## src/rtl/nes_flash_reader.sv

```systemverilog
// SPI flash word reader for the cartridge loader: 0xAB wake, then 0x03 reads in mode 0, streaming consecutive words.
// Latency (CLK_DIV=1): first word <= 2+CSH_CYCLES+128 clocks from acceptance, streamed word exactly 65 clocks.
// Backpressure: requests are sampled only in IDLE/STREAM; an accepted word always completes and ready pulses once.
//
// Ports:
//   clock, reset        system clock, synchronous active-high reset
//   valid, addr[23:0]   word request (byte address, addr[1:0] == 0)
//   ready, rdata[31:0]  one-cycle completion pulse, little-endian word (first flash byte in [7:0])
//   busy                high in every state except IDLE and STREAM
//   spi_cs/sclk/mosi    flash chip select (active low), SPI clock (idles low), serial data out
//   spi_miso            serial data from flash
module nes_flash_reader #(
    parameter int CLK_DIV     = 1,
    parameter int WAKE_CYCLES = 64,
    parameter int CSH_CYCLES  = 4
) (
    input  logic        clock,
    input  logic        reset,
    input  logic        valid,
    input  logic [23:0] addr,
    output logic        ready,
    output logic [31:0] rdata,
    output logic        busy,
    output logic        spi_cs,
    output logic        spi_sclk,
    output logic        spi_mosi,
    input  logic        spi_miso
);

    typedef enum logic [2:0] {
        WAKE_CMD,
        WAKE_WAIT,
        IDLE,
        CS_GAP,
        CMD,
        DATA,
        STREAM
    } state_t;

    localparam logic [8:0]  DIV_LAST  = 9'(2 * CLK_DIV - 1);
    localparam logic [8:0]  DIV_HI    = 9'(CLK_DIV);
    localparam logic [15:0] WAKE_LAST = 16'((WAKE_CYCLES > 0) ? WAKE_CYCLES - 1 : 0);
    localparam logic [31:0] WAKE_WORD = {8'hAB, 24'h000000};

    state_t      state, state_n;
    logic [8:0]  div_cnt, div_n;
    logic [4:0]  bit_cnt, bit_n;
    logic [31:0] tx_sr, tx_n;
    logic [30:0] rx_sr, rx_n;
    logic [23:0] cur_addr, cur_n;
    logic [23:0] next_addr, nxt_n;
    logic [15:0] wait_cnt, wait_n;
    logic [7:0]  csh_cnt;
    logic        cs_n, sclk_n, mosi_n, ready_n;
    logic [31:0] rdata_n;

    logic        bit_end;
    logic [8:0]  div_step;
    logic [31:0] cmd_word;
    logic [31:0] rx_full;
    logic        gap_done;

    assign busy = !((state == IDLE) || (state == STREAM));

    always_comb begin
        state_n  = state;
        div_n    = div_cnt;
        bit_n    = bit_cnt;
        tx_n     = tx_sr;
        rx_n     = rx_sr;
        cur_n    = cur_addr;
        nxt_n    = next_addr;
        wait_n   = wait_cnt;
        cs_n     = spi_cs;
        mosi_n   = spi_mosi;
        ready_n  = 1'b0;
        rdata_n  = rdata;
        bit_end  = (div_cnt == DIV_LAST);
        div_step = bit_end ? 9'd0 : div_cnt + 9'd1;
        cmd_word = {8'h03, cur_addr};
        rx_full  = {rx_sr, spi_miso};
        // csh_cnt is the number of earlier cycles cs has already been high; +1 counts this one.
        gap_done = (int'(csh_cnt) + 1 >= CSH_CYCLES);

        case (state)
            WAKE_CMD: begin
                if (spi_cs) begin
                    // First cycle after reset: drop cs and present bit 7 of 0xAB.
                    cs_n   = 1'b0;
                    mosi_n = WAKE_WORD[31];
                    tx_n   = {WAKE_WORD[30:0], 1'b0};
                    div_n  = 9'd0;
                    bit_n  = 5'd0;
                end else begin
                    div_n = div_step;
                    if (bit_end) begin
                        if (bit_cnt == 5'd7) begin
                            cs_n    = 1'b1;
                            mosi_n  = 1'b0;
                            wait_n  = 16'd0;
                            state_n = WAKE_WAIT;
                        end else begin
                            bit_n  = bit_cnt + 5'd1;
                            mosi_n = tx_sr[31];
                            tx_n   = {tx_sr[30:0], 1'b0};
                        end
                    end
                end
            end
            WAKE_WAIT: begin
                if (wait_cnt == WAKE_LAST) begin
                    state_n = IDLE;
                end else begin
                    wait_n = wait_cnt + 16'd1;
                end
            end
            IDLE: begin
                if (valid) begin
                    cur_n   = addr;
                    state_n = CS_GAP;
                end
            end
            CS_GAP: begin
                if (gap_done) begin
                    cs_n    = 1'b0;
                    mosi_n  = cmd_word[31];
                    tx_n    = {cmd_word[30:0], 1'b0};
                    div_n   = 9'd0;
                    bit_n   = 5'd0;
                    state_n = CMD;
                end
            end
            CMD: begin
                div_n = div_step;
                if (bit_end) begin
                    if (bit_cnt == 5'd31) begin
                        mosi_n  = 1'b0;
                        bit_n   = 5'd0;
                        state_n = DATA;
                    end else begin
                        bit_n  = bit_cnt + 5'd1;
                        mosi_n = tx_sr[31];
                        tx_n   = {tx_sr[30:0], 1'b0};
                    end
                end
            end
            DATA: begin
                div_n = div_step;
                if (bit_end) begin
                    rx_n = {rx_sr[29:0], spi_miso};
                    if (bit_cnt == 5'd31) begin
                        // rx_full holds the first received byte in its top byte.
                        rdata_n = {rx_full[7:0], rx_full[15:8], rx_full[23:16], rx_full[31:24]};
                        ready_n = 1'b1;
                        nxt_n   = cur_addr + 24'd4;
                        state_n = STREAM;
                    end else begin
                        bit_n = bit_cnt + 5'd1;
                    end
                end
            end
            STREAM: begin
                // The address held during the ready cycle belongs to the word just returned.
                if (valid && !ready) begin
                    cur_n = addr;
                    if (addr == next_addr) begin
                        div_n   = 9'd0;
                        bit_n   = 5'd0;
                        state_n = DATA;
                    end else begin
                        cs_n    = 1'b1;
                        state_n = CS_GAP;
                    end
                end
            end
            default: begin
                state_n = WAKE_CMD;
            end
        endcase

        sclk_n = !cs_n && ((state_n == WAKE_CMD) || (state_n == CMD) || (state_n == DATA))
                 && (div_n >= DIV_HI);
    end

    always_ff @(posedge clock) begin
        if (reset) begin
            state     <= WAKE_CMD;
            div_cnt   <= 9'd0;
            bit_cnt   <= 5'd0;
            tx_sr     <= 32'd0;
            rx_sr     <= 31'd0;
            cur_addr  <= 24'd0;
            next_addr <= 24'd0;
            wait_cnt  <= 16'd0;
            csh_cnt   <= 8'd0;
            spi_cs    <= 1'b1;
            spi_sclk  <= 1'b0;
            spi_mosi  <= 1'b0;
            ready     <= 1'b0;
            rdata     <= 32'd0;
        end else begin
            state     <= state_n;
            div_cnt   <= div_n;
            bit_cnt   <= bit_n;
            tx_sr     <= tx_n;
            rx_sr     <= rx_n;
            cur_addr  <= cur_n;
            next_addr <= nxt_n;
            wait_cnt  <= wait_n;
            spi_cs    <= cs_n;
            spi_sclk  <= sclk_n;
            spi_mosi  <= mosi_n;
            ready     <= ready_n;
            rdata     <= rdata_n;
            // Saturating count of cycles cs has been high; cleared whenever cs is low.
            if (!spi_cs) begin
                csh_cnt <= 8'd0;
            end else if (csh_cnt != 8'hFF) begin
                csh_cnt <= csh_cnt + 8'd1;
            end
        end
    end

endmodule

```

## config.mk

```make
export PLATFORM = sky130hd
export DESIGN_NAME = nes_flash_reader
export DESIGN_NICKNAME = d
export VERILOG_FILES = /design/src/rtl/nes_flash_reader.sv
export SDC_FILE = /design/constraint.sdc
export NUM_CORES = 1
export LEC_CHECK = 0
export ABC_AREA = 1
export ABC_CLOCK_PERIOD_IN_PS = 2000
export BUFFER_PORTS_ARGS = -buffer_cell sky130_fd_sc_hd__buf_2
export CORE_MARGIN = 10
export CORE_UTILIZATION = 25
export CTS_CLUSTER_SIZE = 10
export DETAILED_ROUTE_END_ITERATION = 8
export PLACE_DENSITY = 0.41
export SKIP_LAST_GASP = 1
export SLEW_MARGIN = 10
export SYNTH_ARGS = -nofsm -noshare
export SYNTH_HDL_FRONTEND = slang
export SYNTH_SLANG_ARGS = --single-unit
export TNS_END_PERCENT = 10
```

## constraint.sdc

```tcl
create_clock -name clock -period 2 [get_ports clock]
set_input_delay 0.1 -clock clock [delete_from_list [all_inputs] [get_ports clock]]
set_output_delay 0.1 -clock clock [all_outputs]
set_load 0.01 [all_outputs]
```

==> results.yml, run 1 <==
run_status:
  status: "finished, violations left"
  violations: "negative setup slack"
placed_design:
  preCtsSetupSlack_ns: -0.229
  gp_congestion: 0.764
  io_buffers: 64
  dp_hpwl_um: 16900
timing:
  fin_skew_ns: 0.0178
  setup_viol: 37
  fin_crit_sh: 1.06
  slew_headroom: 0.616
  min_period_ns: 2.11
  setup_ws_ns: -0.114
  drv_slew: 0
  rsz0062_at_grt: "true"
  finalHoldViolations: 0
  holdWs_ns: 0.0248
  worst_pin_slew_ns: 0.575
  fmax_mhz: 473
clock_tree:
  cts-buffers-inserted: 17
  cts.clk_slew.worst_paths_ns: 0.08
  htree_num_levels: 4
  cts_root_buf: "clkbuf_16"
  clock_latency_ns: 0.45
  clk_path_buf_depth: 2
  numClockSinks: 187
  cts_tree: "yes"
routing:
  drc: 0
  detail_route.wl_per_cell_um: 13.8
  routed_wl_um: 25100
  first_iter_violations: 390
  avgViaCountPerCell: 4.40
  vias: 8016
  ant_nets: 0
  firstDrtPassIters: 5
grt:
  grtUsageTotal: 0.119
  antenna_found_initial: 1
  grt_pass1_wl_um: 40700
  grt_pass1_vias: 7912
  overflow: 0
  grt_max_degree: 99
critical_path:
  path_class: "flop to flop"
  crit_fanout: 7
  critical_path.startpoint: "div_cnt[1]"
  required_ns: 2.38
  start_kind: "flop"
  cp-end-kind: "flop"
  arrival_ns: 2.50
  r2r_start: "div_cnt[1]"
floorplanning:
  initial_core_util: 0.255
  die_h_um: 206
  boundaryPins: 65
  core.rowCount: 67
  core_sq_um: 33800
  die_w_um: 206
  dieArea_sq_um: 42300
layout:
  nets: 1396
  final_util: 0.338
  drive_above_1_share: 0.248
  area_growth_pct: 32.4
synthesis:
  postSynthCellCount: 1172
  synth.distinct_cells: 44
  ys_ff_latch: 187
  synthTopCellsByArea: "dfxtp_1, nand2_1, a21oi_1, inv_1, o21ai_0"
  yosys.area.top_type_share: 0.435
  synth_top_area_cell: "dfxtp_1"
  synth_area_per_cell_sq_um: 7.35
  yosys_warnings: 0
  syn-cell-area_sq_um: 8620
  yosysSeqAreaShare: 0.435
  syn_nets: 1208
power:
  powerDensity_nw_per_um2: 699
  comb_power_share: 0.077
  p_seq_frac: 0.480
  power_w: 0.00797
  p_int_w: 0.00585
  p_switching_w: 0.00212
  p_sw_frac: 0.266
  ir_drop_mv: 0.638
  power_frac_clock: 0.444
  p_leak_nw: 4.72
job:
  drv_cap: 0
hold_path:
  hold_class: "primary input to flop"
  hold_start: "addr[21]"
-- cell usage in the layout, fill, tap and decap left out, types with 16 or more instances in the layout --
master | Yosys | routed
nor2_2 | 10 | 16
clkbuf_16 | 0 | 20
o21ai_0 | 97 | 86
xor2_1 | 20 | 19
dfxtp_1 | 187 | 181
nand2_1 | 241 | 232
buf_4 | 0 | 116
inv_2 | 18 | 19
nand3_1 | 42 | 40
nor2_1 | 88 | 80
o21ai_1 | 20 | 28
inv_1 | 132 | 129
a21oi_1 | 136 | 130
a22oi_1 | 19 | 19
nor3_1 | 17 | 16
buf_2 | 11 | 64
dlygate4sd3_1 | 0 | 22
-- per-stage QoR --
step	setup TNS, ns	area, sq um	instances
2_1_floorplan	0	8620	1172
3_3_place_gp	-1.28	10200	1754
3_5_place_dp	-2.83	10200	1754
4_1_cts	-3.06	11100	1809
5_1_grt	-14.01	11400	1822
6_report	-2.12	11400	1822
-- cells in the mapped netlist, drive strengths merged --
master / count
a211oi: 12
a21oi: 145
a22oi: 19
a31oi: 7
and3: 1
buf: 16
clkbuf: 29
dfxtp: 187
ha: 8
inv: 151
nand2: 245
nand3: 55
nand4: 14
nor2: 104
nor3: 22
nor4: 3
o211ai: 2
o21a: 1
o21ai: 118
o21bai: 1
o221ai: 1
o31ai: 1
or2: 3
xnor2: 7
xor2: 20
-- worst max-delay path: stages, from the launching register on --
cell and delay [ns]:
dfxtp_2 0.33, inv_2 0.07, ha_4 0.12, nand4_1 0.12
nor2_4 0.16, inv_2 0.05, nand2_2 0.07, buf_6 0.09
a21oi_2 0.04, a21oi_2 0.12, nand2_2 0.09, nor2_4 0.26
buf_12 0.17, clkbuf_16 0.15, o21ai_1 0.06, a21oi_1 0.14
-- layer usage --
metal	vias to the layer above	global-route usage	part of all wire
met1	3668	0.161	0.52
li1	4228	-	-
met5	-	0	0
met4	0	0.0349	0.011
met3	20	0.0305	0.036
met2	100	0.182	0.43
-- cell families (layout without fill, tap and decap cells) --
family | after synthesis | after routing | share of synthesized area
compound gates | 307 | 307 | 0.196
xor+xnor | 27 | 27 | 0.0274
fa+ha+maj | 8 | 8 | 0.0116
buf+inv | 196 | 397 | 0.0908
flops | 187 | 187 | 0.435
other cells | 0 | 1 | 0
simple gates | 447 | 447 | 0.239
-- path summary, 6_finish.rpt --
check,to,slack [ns],cells after the start
max,tx_sr[17],-0.11,15
min,cur_addr[21],0.02,4
max reg2reg,tx_sr[17],-0.11,15
min reg2reg,rdata[1],0.46,2
-- power groups by stage --
stage                     registers, W  logic (W)  clock network (W)
after floorplan                0.00390   0.000297                  0
final                          0.00382   0.000611            0.00354
after global placement         0.00391   0.000487                  0
after global routing           0.00383   0.000684            0.00383
after detailed placement       0.00391   0.000485                  0
after CTS                      0.00382   0.000524            0.00368
-- what timing repair did --
action | in CTS | in global routing
gates resized for setup | 9 | 58
setup endpoints to repair | 67 | 131
endpoints found under the hold margin | 23 | 0
pin swaps | 3 | 14
cloned | 0 | 6
hold buffers | 22 | 0
setup buffers | 1 | 7
-- state kept, by name, summed over array words and instances (netlist names) --
| name | flops |
|---|---|
| rdata | 32 |
| wait_cnt | 16 |
| spi_sclk | 1 |
| cur_addr | 24 |
| div_cnt | 9 |
| csh_cnt | 8 |
| bit_cnt | 5 |
| state | 3 |
| spi_cs | 1 |
| tx_sr | 31 |
| rx_sr | 31 |
| spi_mosi | 1 |
| ready | 1 |
| next_addr | 24 |
-- final cells by class --
class,count,area (sq um)
antenna,1,2.50
clock buffer,17,425
clock inverter,15,186
fill,3616,22400
inverter,151,574
multi-input combinational,789,4280
sequential,187,3750
tap,448,561
timing repair buffer,214,1630
Note: power is estimated with default switching activity, not from simulation.
==> run 2: changes to the inputs <==
--- a/config.mk
+++ b/config.mk
@@ -10,10 +10,8 @@
 export BUFFER_PORTS_ARGS = -buffer_cell sky130_fd_sc_hd__buf_2
 export CORE_MARGIN = 10
 export CORE_UTILIZATION = 25
-export CTS_CLUSTER_SIZE = 10
 export DETAILED_ROUTE_END_ITERATION = 8
 export PLACE_DENSITY = 0.41
-export SKIP_LAST_GASP = 1
 export SLEW_MARGIN = 10
 export SYNTH_ARGS = -nofsm -noshare
 export SYNTH_HDL_FRONTEND = slang
==> run 2 against run 1 <==
Effect of this change: the flow still finishes with violations (negative setup slack); via count shrank 0.26%; hold slack barely moved; core utilization rose by 0.18 points; total power is essentially flat; count of clock-buffer cells in the layout stayed put; global-route usage is essentially flat; die area unchanged; critical path type unchanged; largest power group unchanged.
==> results.yml, run 2 (synthesis gave the netlist of run 1 again) <==
floorplanning:
  dieArea_sq_um: 42300
  initial_core_util: 0.255
  boundaryPins: 65
  core.rowCount: 67
  die_h_um: 206
  die_w_um: 206
  core_sq_um: 33800
timing:
  fin_crit_sh: 1.05
  setup_viol: 32
  fmax_mhz: 474
  finalHoldViolations: 0
  rsz0062_at_grt: "true"
  fin_skew_ns: 0.0178
  worst_pin_slew_ns: 0.571
  setup_tns_ns: -2.04
  min_period_ns: 2.11
  setup_ws_ns: -0.108
  drv_slew: 0
  slew_headroom: 0.619
critical_path:
  start_kind: "flop"
  cp-end-kind: "flop"
  path_class: "flop to flop"
  required_ns: 2.38
  crit_fanout: 7
  arrival_ns: 2.49
grt:
  grt_pass1_wl_um: 40700
  overflow: 0
  grt_pass1_vias: 7918
  antenna_found_initial: 1
  grtUsageTotal: 0.119
  grt_max_degree: 99
layout:
  largest_registers: "rdata: 32 flops, rx_sr: 31 flops, tx_sr: 31 flops"
  design_area_sq_um: 11500
  nets: 1393
  final_util: 0.340
  drive_above_1_share: 0.261
  area_growth_pct: 33.2
  largest_reg_flops: 32
  fillers: 3611
  final_common_cell: "nand2_1"
  multiInputGateArea_sq_um: 4340
  final_cell_mix: "nand2_1, dfxtp_1, inv_1"
  regMostFlops: "rdata"
  register_area_sq_um: 3750
power:
  powerDensity_nw_per_um2: 695
  ir_drop_mv: 0.641
  p_leak_nw: 4.72
hold_path:
  hold_class: "primary input to flop"
routing:
  avgViaCountPerCell: 4.40
  vias: 7995
  first_iter_violations: 307
  detail_route.wl_per_cell_um: 13.8
  ant_nets: 0
  routed_wl_um: 25100
  drc: 0
  firstDrtPassIters: 4
clock_tree:
  clock_latency_ns: 0.46
  numClockSinks: 187
  cts.clk_slew.worst_paths_ns: 0.08
  htree_num_levels: 4
  cts-buffers-inserted: 17
  cts_tree: "yes"
  clk_path_buf_depth: 2
  cts_root_buf: "clkbuf_16"
placed_design:
  io_buffers: 64
  dp_hpwl_um: 16900
  preCtsSetupSlack_ns: -0.229
  gp_congestion: 0.764
  placed_area_sq_um: 10200
run_status:
  violations: "negative setup slack"
  status: "finished, violations left"
job:
  drv_cap: 0
## run 2: cell types whose count changed in the layout (fill, tap and decap cells not counted), sizes merged
cell,before,now
inv,155,154
clkinvlp,2,3
buf,189,186
## run 2: worst paths after layout
check,from,to,slack (ns),cells past startpoint
max,div_cnt[1],tx_sr[11],-0.11,15
min,addr[21],cur_addr[21],0.03,4
max reg2reg,div_cnt[1],tx_sr[11],-0.11,15
min reg2reg,rdata[1],rdata[1],0.46,2
## run 2: what timing repair did
item                       in CTS  in global routing
hold buffers                   22                  0
buffers inserted                1                  5
hold endpoints to repair       23                  0
gates cloned                    0                  5
resized for setup              20                 83
setup endpoints to repair      67                129
pin swaps                       3                 16
## run 2: power by group
part | switching (W) | internal, W | total, W
clock | 0.00175 | 0.00179 | 0.00354
combinational | 0.000337 | 0.000274 | 0.000611
sequential | 0.0000368 | 0.00379 | 0.00382
total | 0.00213 | 0.00585 | 0.00798
## run 2: worst max-delay path, stage by stage (launching register included)
cell       delay, ns
dfxtp_2         0.33
inv_2           0.07
ha_4            0.12
nand4_1         0.12
nor2_4          0.16
inv_2           0.05
nand2_2         0.07
buf_6           0.09
a21oi_2         0.04
a21oi_2         0.12
nand2_2         0.09
nor2_4          0.25
buf_12          0.16
clkbuf_16       0.15
o21ai_1         0.06
a31oi_1         0.15
## run 2: cell type report
class | count | area share
Tap cell | 448 | 0.0489
Multi-Input combinational cell | 789 | 0.379
Timing Repair Buffer | 211 | 0.141
Sequential cell | 187 | 0.327
Inverter | 151 | 0.0510
Clock inverter | 15 | 0.0163
Clock buffer | 17 | 0.0371
Antenna cell | 1 | 0.000218
## run 2: through the flow
stage	hold WS (ns)	power, W	cells
after floorplan	0.203	0.00420	1172
after global placement	0.339	0.00439	1754
after detailed placement	0.340	0.00439	1754
after CTS	0.00413	0.00803	1809
after global routing	0.0195	0.00834	1819
final	0.0251	0.00798	1819
## run 2: per-layer routing
| layer | track usage | part of all wire |
|---|---|---|
| met1 | 0.161 | 0.52 |
| met2 | 0.182 | 0.43 |
| met3 | 0.0305 | 0.040 |
| met4 | 0.0349 | 0.011 |
| met5 | 0 | 0 |
